[config.mk]
export PLATFORM = sky130hd
export DESIGN_NAME = seg7_bin_display
export DESIGN_NICKNAME = d
export VERILOG_FILES = /design/src/rtl/seg7_bin_display.sv
export SDC_FILE = /design/constraint.sdc
export NUM_CORES = 1
export LEC_CHECK = 0
export BUFFER_PORTS_ARGS = -buffer_cell sky130_fd_sc_hd__buf_2
export CORE_MARGIN = 2
export CORE_UTILIZATION = 45
export CTS_BUF_LIST = sky130_fd_sc_hd__clkbuf_16
export DETAILED_ROUTE_END_ITERATION = 10
export PLACE_DENSITY = 0.71
export SLEW_MARGIN = 20
export SYNTH_ARGS = -nofsm -noshare
export SYNTH_HDL_FRONTEND = slang
export SYNTH_SLANG_ARGS = --single-unit
[constraint.sdc]
create_clock -name clock -period 6.4 [get_ports clock]
set_input_delay 0.64 -clock clock [delete_from_list [all_inputs] [get_ports clock]]
set_output_delay 0.64 -clock clock [all_outputs]
set_load 0.02 [all_outputs]
[src/rtl/seg7_bin_display.sv]
// ============================================================================
// seg7_bin_display : binary-to-BCD (double-dabble) converter with registered
//                    7-segment outputs. Optional macro: SEG7_LEADING_ZERO_BLANK_EN
// Revision 1.0 : initial release
// ============================================================================
`default_nettype none

module seg7_bin_display #(
    parameter int BIN_W  = 16,
    parameter int DIGITS = 5
) (
    input  logic                  clock,
    input  logic                  reset,
    input  logic [BIN_W-1:0]      bin_in,
    input  logic                  in_valid,
    output logic                  in_ready,
    output logic                  busy,
    output logic                  done,
    output logic                  overflow,
    output logic [DIGITS*4-1:0]   bcd_out,
    output logic [DIGITS*7-1:0]   seg_out
);

    localparam int CNT_W = $clog2(BIN_W + 1);
    localparam int BCD_W = DIGITS * 4;

    localparam logic [6:0] c_SEG_DASH  = 7'b0111111;
    localparam logic [6:0] c_SEG_BLANK = 7'b1111111;
    localparam logic [6:0] c_SEG_ZERO  = 7'b1000000;

    typedef enum logic [1:0] {
        S_IDLE  = 2'd0,
        S_CONV  = 2'd1,
        S_LATCH = 2'd2
    } state_t;

    function automatic logic [6:0] f_glyph(input logic [3:0] d);
        case (d)
            4'd0:    f_glyph = 7'b1000000;
            4'd1:    f_glyph = 7'b1111001;
            4'd2:    f_glyph = 7'b0100100;
            4'd3:    f_glyph = 7'b0110000;
            4'd4:    f_glyph = 7'b0011001;
            4'd5:    f_glyph = 7'b0010010;
            4'd6:    f_glyph = 7'b0000010;
            4'd7:    f_glyph = 7'b1111000;
            4'd8:    f_glyph = 7'b0000000;
            4'd9:    f_glyph = 7'b0010000;
            default: f_glyph = c_SEG_DASH;
        endcase
    endfunction

    function automatic logic [DIGITS*7-1:0] f_reset_seg();
        logic [DIGITS*7-1:0] s;
        for (int i = 0; i < DIGITS; i++) begin
`ifdef SEG7_LEADING_ZERO_BLANK_EN
            s[7*i +: 7] = (i == 0) ? c_SEG_ZERO : c_SEG_BLANK;
`else
            s[7*i +: 7] = c_SEG_ZERO;
`endif
        end
        return s;
    endfunction

    state_t               r_state;
    state_t               w_next;
    logic [BIN_W-1:0]     r_shreg;
    logic [BCD_W-1:0]     r_bcd_scr;
    logic                 r_ovf_scr;
    logic [CNT_W-1:0]     r_cnt;
    logic [BCD_W-1:0]     r_bcd_out;
    logic [DIGITS*7-1:0]  r_seg_out;
    logic                 r_overflow;
    logic                 r_done;

    logic [BCD_W-1:0]     w_adj;
    logic [BCD_W-1:0]     w_bcd_next;
    logic [DIGITS*7-1:0]  w_seg_next;

    always_ff @(posedge clock or posedge reset) begin
        if (reset) begin
            r_state <= S_IDLE;
        end else begin
            r_state <= w_next;
        end
    end

    always_comb begin
        w_next = r_state;
        case (r_state)
            S_IDLE:  if (in_valid) w_next = S_CONV;
            S_CONV:  if (r_cnt == CNT_W'(1)) w_next = S_LATCH;
            S_LATCH: w_next = S_IDLE;
            default: w_next = S_IDLE;
        endcase
    end

    // Add-3 correction on every nibble before the shift.
    always_comb begin
        w_adj = '0;
        for (int i = 0; i < DIGITS; i++) begin
            if (r_bcd_scr[4*i +: 4] >= 4'd5)
                w_adj[4*i +: 4] = r_bcd_scr[4*i +: 4] + 4'd3;
            else
                w_adj[4*i +: 4] = r_bcd_scr[4*i +: 4];
        end
    end

`ifdef SEG7_LEADING_ZERO_BLANK_EN
    logic w_lead;
`endif

    // Final result selection; leading-zero scan runs from the top digit down.
    always_comb begin
        w_bcd_next = r_ovf_scr ? {BCD_W{1'b1}} : r_bcd_scr;
        w_seg_next = '1;
`ifdef SEG7_LEADING_ZERO_BLANK_EN
        w_lead = 1'b1;
`endif
        for (int i = DIGITS - 1; i >= 0; i--) begin
            if (r_ovf_scr) begin
                w_seg_next[7*i +: 7] = c_SEG_DASH;
            end else begin
                w_seg_next[7*i +: 7] = f_glyph(r_bcd_scr[4*i +: 4]);
`ifdef SEG7_LEADING_ZERO_BLANK_EN
                if (r_bcd_scr[4*i +: 4] != 4'd0 || i == 0)
                    w_lead = 1'b0;
                if (w_lead)
                    w_seg_next[7*i +: 7] = c_SEG_BLANK;
`endif
            end
        end
    end

    always_ff @(posedge clock or posedge reset) begin
        if (reset) begin
            r_shreg    <= '0;
            r_bcd_scr  <= '0;
            r_ovf_scr  <= 1'b0;
            r_cnt      <= '0;
            r_bcd_out  <= '0;
            r_seg_out  <= f_reset_seg();
            r_overflow <= 1'b0;
            r_done     <= 1'b0;
        end else begin
            r_done <= 1'b0;
            case (r_state)
                S_IDLE: begin
                    if (in_valid) begin
                        r_shreg   <= bin_in;
                        r_bcd_scr <= '0;
                        r_ovf_scr <= 1'b0;
                        r_cnt     <= CNT_W'(BIN_W);
                    end
                end
                S_CONV: begin
                    r_bcd_scr <= {w_adj[BCD_W-2:0], r_shreg[BIN_W-1]};
                    r_shreg   <= r_shreg << 1;
                    r_ovf_scr <= r_ovf_scr | w_adj[BCD_W-1];
                    r_cnt     <= r_cnt - CNT_W'(1);
                end
                S_LATCH: begin
                    r_bcd_out  <= w_bcd_next;
                    r_seg_out  <= w_seg_next;
                    r_overflow <= r_ovf_scr;
                    r_done     <= 1'b1;
                end
                default: ;
            endcase
        end
    end

    assign in_ready = (r_state == S_IDLE);
    assign busy     = (r_state == S_CONV) || (r_state == S_LATCH);
    assign done     = r_done;
    assign overflow = r_overflow;
    assign bcd_out  = r_bcd_out;
    assign seg_out  = r_seg_out;

endmodule

`default_nettype wire

======== Yosys cells after proc, flatten, opt, wreduce, memory -nomap -nowiden ========
Memories as Yosys holds them, arrays and structs flattened.
Index checks and enable logic that the tools add are counted.
storage, ports and cells
  register bits after elaboration ......... 101
  memory bits (read-only) ................. 560
  input bits .............................. 19
  word-level logic and storage cells ...... 59
  memories ................................ 5
cells by class
  add/sub/neg operators ................... 6
  magnitude comparators ................... 5
  equal/unequal tests ..................... 5
  multiplexer cells ....................... 23
  bitwise logic cells ..................... 1
  reductions and logical operators ........ 5
memories
  name              depth  width  rd ports  clocked after memory_dff  write ports  RTL line  source
  (name not given)  16     7      1         0                         0            38        case (d)
  (name not given)  16     7      1         0                         0            38
  (name not given)  16     7      1         0                         0            38
  (name not given)  16     7      1         0                         0            38
  (name not given)  16     7      1         0                         0            38
operators by type and width
  cell                 number
  $mux 20              2
  $pmux 20 s2          1
  $mux 7               5
  $pmux 16 s2          1
  $add 4x2->4 const B  5
  $ge 4x3->1 const B   5
  $mux 4               5
  $mux 16              1
  $pmux 5 s2           1
  $eq 5x1->1 const B   1
  $mux 5               1
  $sub 5x1->5 const B  1
  $mux 2               2
  $ne 2x2->1 const B   2
  $pmux 2 s2           1
  $reduce_and 2->1     2
  $eq 2x1->1 const B   1
  $eq 2x2->1 const B   1
  $logic_not 2->1      1
  $mux 1               2
  $pmux 1 s2           1
  $reduce_bool 2->1    1
  $logic_or 1x1->1     1
  $or 1x1->1           1

======== Depth between registers and ports, before layout ========
  word-level depth ........................ 4
  gate-level depth with buffers ........... 7
  gate-level depth less buffers ........... 6

======== Least setup slack after synthesis ========
Ideal clock, no wire load.
  kind .................................... reg-to-reg
  start ................................... reg r_state[0]
  end ..................................... reg r_cnt[3]
  library setup time ...................... 121 ps
  arrival time ............................ 1,673 ps
  required time ........................... 6,279 ps
  path slack .............................. 4,606 ps
  cell stages (with the launch flop) ...... 8
  buffers on the path ..................... 1
  path through ............................ dfrtp_1 > inv_1 > ha_1 > mux2i_2 > buf_4 > nor3_1 > a21o_1 > a22o_1
between the ends
  word-level cells in the longest chain between the ends .. 3
ends and longest elaborated chain
  element                                                    RTL line  source
  start, declared                                            65        state_t r_state;
  start signal, assigned                                     84        r_state <= w_next;
  $logic_not 2->1 *                                          n/a
  via in_ready                                               16        output logic in_ready,
  $ne 2x2->1 (no line) or $reduce_bool 2->1 (tied branches)  n/a
  $reduce_and 2->1 (no line)                                 n/a
  end signal, assigned                                       153       r_cnt <= CNT_W'(BIN_W);
  end signal, assigned                                       160       r_cnt <= r_cnt - CNT_W'(1);
  end, declared                                              70        logic [CNT_W-1:0] r_cnt;
Mark *: on every way through the listed nets, which the timed path passes. The rest lies on a longest branch.
A chain may end at the register's enable or synchronous reset.

======== Worst setup path in the final report ========
  start ................................... reg r_state[0]
  end ..................................... reg r_shreg[14]
between the ends
  word-level cells in the longest chain between the ends .. 3
ends and longest elaborated chain
  element                                                    RTL line  source
  $eq 2x1->1 or $logic_not 2->1 (tied branches)              147       case (r_state)
  $reduce_bool 2->1 (no line) or $ne 2x2->1 (tied branches)  n/a
  $reduce_and 2->1 (no line)                                 n/a
  end signal, assigned                                       150       r_shreg <= bin_in;
  end signal, assigned                                       158       r_shreg <= r_shreg << 1;
  end, declared                                              67        logic [BIN_W-1:0] r_shreg;
Several ways; a longest one is shown, not always the timed one.

==> flow_summary.json <==
{
  "crit_path_cell_trace": "inv_1 -> ha_1 -> mux2i_4 -> buf_4 -> nand2b_1 -> o32ai_1 -> a21oi_1",
  "fin_crit_ps": 2570,
  "cts_hold_buf": 0,
  "maxCapViolCount": 0,
  "worst_clock_skew_ps": 8.59,
  "grt_usage_pct": 17.8,
  "synthDistinctLibCells": 34,
  "finalMaxSlewViolations": 0,
  "hold_viol": 0,
  "cts_resized": 0,
  "ir_worst_vdd_mv": 0.379,
  "yosysTopAreaCell": "dfrtp_1",
  "clock_latency_ps": 350,
  "yosysMostFrequentCell": "dfrtp_1",
  "area_growth_pct": 14.9,
  "grt_setup_unrepaired": "no",
  "path_clk_slew_ps": 70,
  "relSlewSlack_pct": 46.2,
  "initial_core_util_pct": 45.6,
  "ctsHtreeMaxLevel": 3,
  "grt-ovfl-total": 0,
  "netlist_area_sq_um": 5160,
  "worstPathArrival_ps": 2840,
  "place_inst": 734,
  "placed_cell_area_sq_um": 5620,
  "worst_pin_slew_ps": 806,
  "dr_total_vias": 3899,
  "path_class": "register to register",
  "r2r-start": "r_state[0]$_DFFE_PP0P_",
  "cts_sinks": 101,
  "cp_slowest_cell": "nand2b_1",
  "drtIter0Drc": 289,
  "numCtsBuffers": 9,
  "synth-edff-count": 0,
  "start_kind": "register",
  "antenna_found_initial": 0,
  "crit_required_ps": 6670,
  "yosysSeqAreaShare_pct": 49.1,
  "final_util_pct": 52.4,
  "drcViolationCount": 0,
  "avgRoutedWirePerCell_um": 14.0,
  "port_buffers": 77,
  "grt_max_degree": 90,
  "worstPathMaxFanout": 59,
  "synthArstFlopShare_pct": 100,
  "cts_tree": "done",
  "power_per_cell_area_nw_per_um2": 472,
  "synth_fp_nets": 595,
  "ant_nets": 0,
  "power_mw": 2.80,
  "synth_seq_cells": 101,
  "wirelength_um": 10500,
  "reg2reg_depth": 7,
  "cp-startpoint": "r_state[0]$_DFFE_PP0P_",
  "clock_path_buffers": 2,
  "synthFlopType": "dfrtp_1",
  "synthTopCellsByArea": "dfrtp_1, ha_1, o21ai_0",
  "nFillCells": 1031,
  "drtPass1Iterations": 4,
  "cp-end-kind": "register",
  "status": "complete, no violations",
  "path_delay_family": "simple AND/OR/NAND/NOR gates",
  "diodes": 0,
  "rrSetupSlack_ps": 3830,
  "layout_setup_ws_ps": 3830,
  "synth_cells": 544,
  "hold_path.class": "primary input to async pin",
  "dieArea_sq_um": 12300,
  "crit_buf_inv": 2,
  "vias_per_cell": 5.20,
  "slowest_delay_ps": 600,
  "drive_gt1_share_pct": 18.3,
  "ys_top_cells_by_count": "dfrtp_1, nor2_1, o21ai_0",
  "synth_top_area_share_pct": 46.5,
  "fmaxAchievable_mhz": 390,
  "core_sq_um": 11300,
  "fin_crit_sh_pct": 40.1,
  "die_h_um": 111,
  "post_cts_buffers": 0,
  "design_area_sq_um": 5930,
  "grt_pass1_vias": 3893,
  "fp.dieW_um": 111,
  "cts-root-buf": "clkbuf_16",
  "worst_hold_slack_ps": 190,
  "timing.rr.end": "r_shreg[14]$_DFFE_PP0P_",
  "dp_slack_ps": 3860,
  "tns_ps": 0,
  "fp-row-count": 39,
  "layout.nets": 653,
  "place_hpwl_um": 7070,
  "leakage_nw": 2.71,
  "synth-warning-count": 0,
  "setup_violations": 0,
  "grt_pass1_wl_um": 18200,
  "place_congestion": 0.819,
  "ioPinCount": 78,
  "fin_cells": 750,
  "syn_avg_cell_area_sq_um": 9.49
}
[routing by layer]
metal,track usage [%],vias up,wire length [um]
met5,0,-,0
met4,7.00,0,159
met3,4.10,12,502
met2,27.5,78,4710
met1,24.4,1831,5150
li1,-,1978,-
[kinds of logic (layout without fill, tap and decap cells)]
family,after synthesis,after routing,share of synthesized area (%)
AND/OR/NAND/NOR,157,157,13.2
AO/OA/AOI/OAI,156,156,18.1
flip-flops,101,101,49.1
buffers and inverters,63,126,5.11
adder cells (fa/ha/maj),32,32,7.75
multiplexers,30,30,5.91
XOR/XNOR,5,5,0.848
[power breakdown]
group | total, mW | switching [mW] | internal (mW) | leakage, nW
Combinational | 1.18 | 0.738 | 0.437 | 1.30
Sequential | 1.06 | 0.147 | 0.911 | 1.25
Clock | 0.570 | 0.232 | 0.338 | 0.155
[registers in the layout, summed over array words and instances, names as in the netlist, 2 cells and up]
| register | flops |
|---|---|
| bcd_out | 20 |
| r_bcd_scr | 20 |
| r_cnt | 5 |
| r_shreg | 16 |
| r_state | 2 |
| seg_out | 35 |
[layout by cell type, fill, tap and decap left out, drive strengths merged, types with 2 or more instances in the layout]
cell    count
dfrtp      96
buf        82
nor2       70
o21ai      64
nand2      53
a21oi      49
ha         32
inv        30
mux2i      29
o22a       21
nand2b     10
clkbuf      9
a22o        6
nor3b       6
xnor2       5
o21bai      5
a22oi       5
or2         5
nand3       5
dfstp       5
nor2b       4
a211oi      4
bufinv      2
clkinv      2
[worst max path at each step]
| stage | end | slack (ps) | cells after the start |
|---|---|---|---|
| final | r_shreg[14]$_DFFE_PP0P_ | 3830 | 7 |
| after detailed placement | r_shreg[14]$_DFFE_PP0P_ | 3860 | 7 |
| after CTS | r_shreg[14]$_DFFE_PP0P_ | 3810 | 7 |
| after floorplan | bcd_out[0]$_DFFE_PP0P_ | 3120 | 1 |
| after global placement | r_shreg[14]$_DFFE_PP0P_ | 3930 | 7 |
| after global routing | r_cnt[4]$_DFFE_PP0P_ | 3510 | 8 |
[cell type report]
| type | count | area [sq um] | share of cell area, % |
|---|---|---|---|
| flip-flops and latches | 101 | 2530 | 42.7 |
| multi-input cells | 380 | 2380 | 40.1 |
| repair buffers | 82 | 427 | 7.19 |
| clock buffers | 9 | 225 | 3.80 |
| well taps | 143 | 179 | 3.02 |
| inverters | 28 | 108 | 1.81 |
| clock inverters | 7 | 83.8 | 1.41 |
Power figures use the tool's default switching activity.
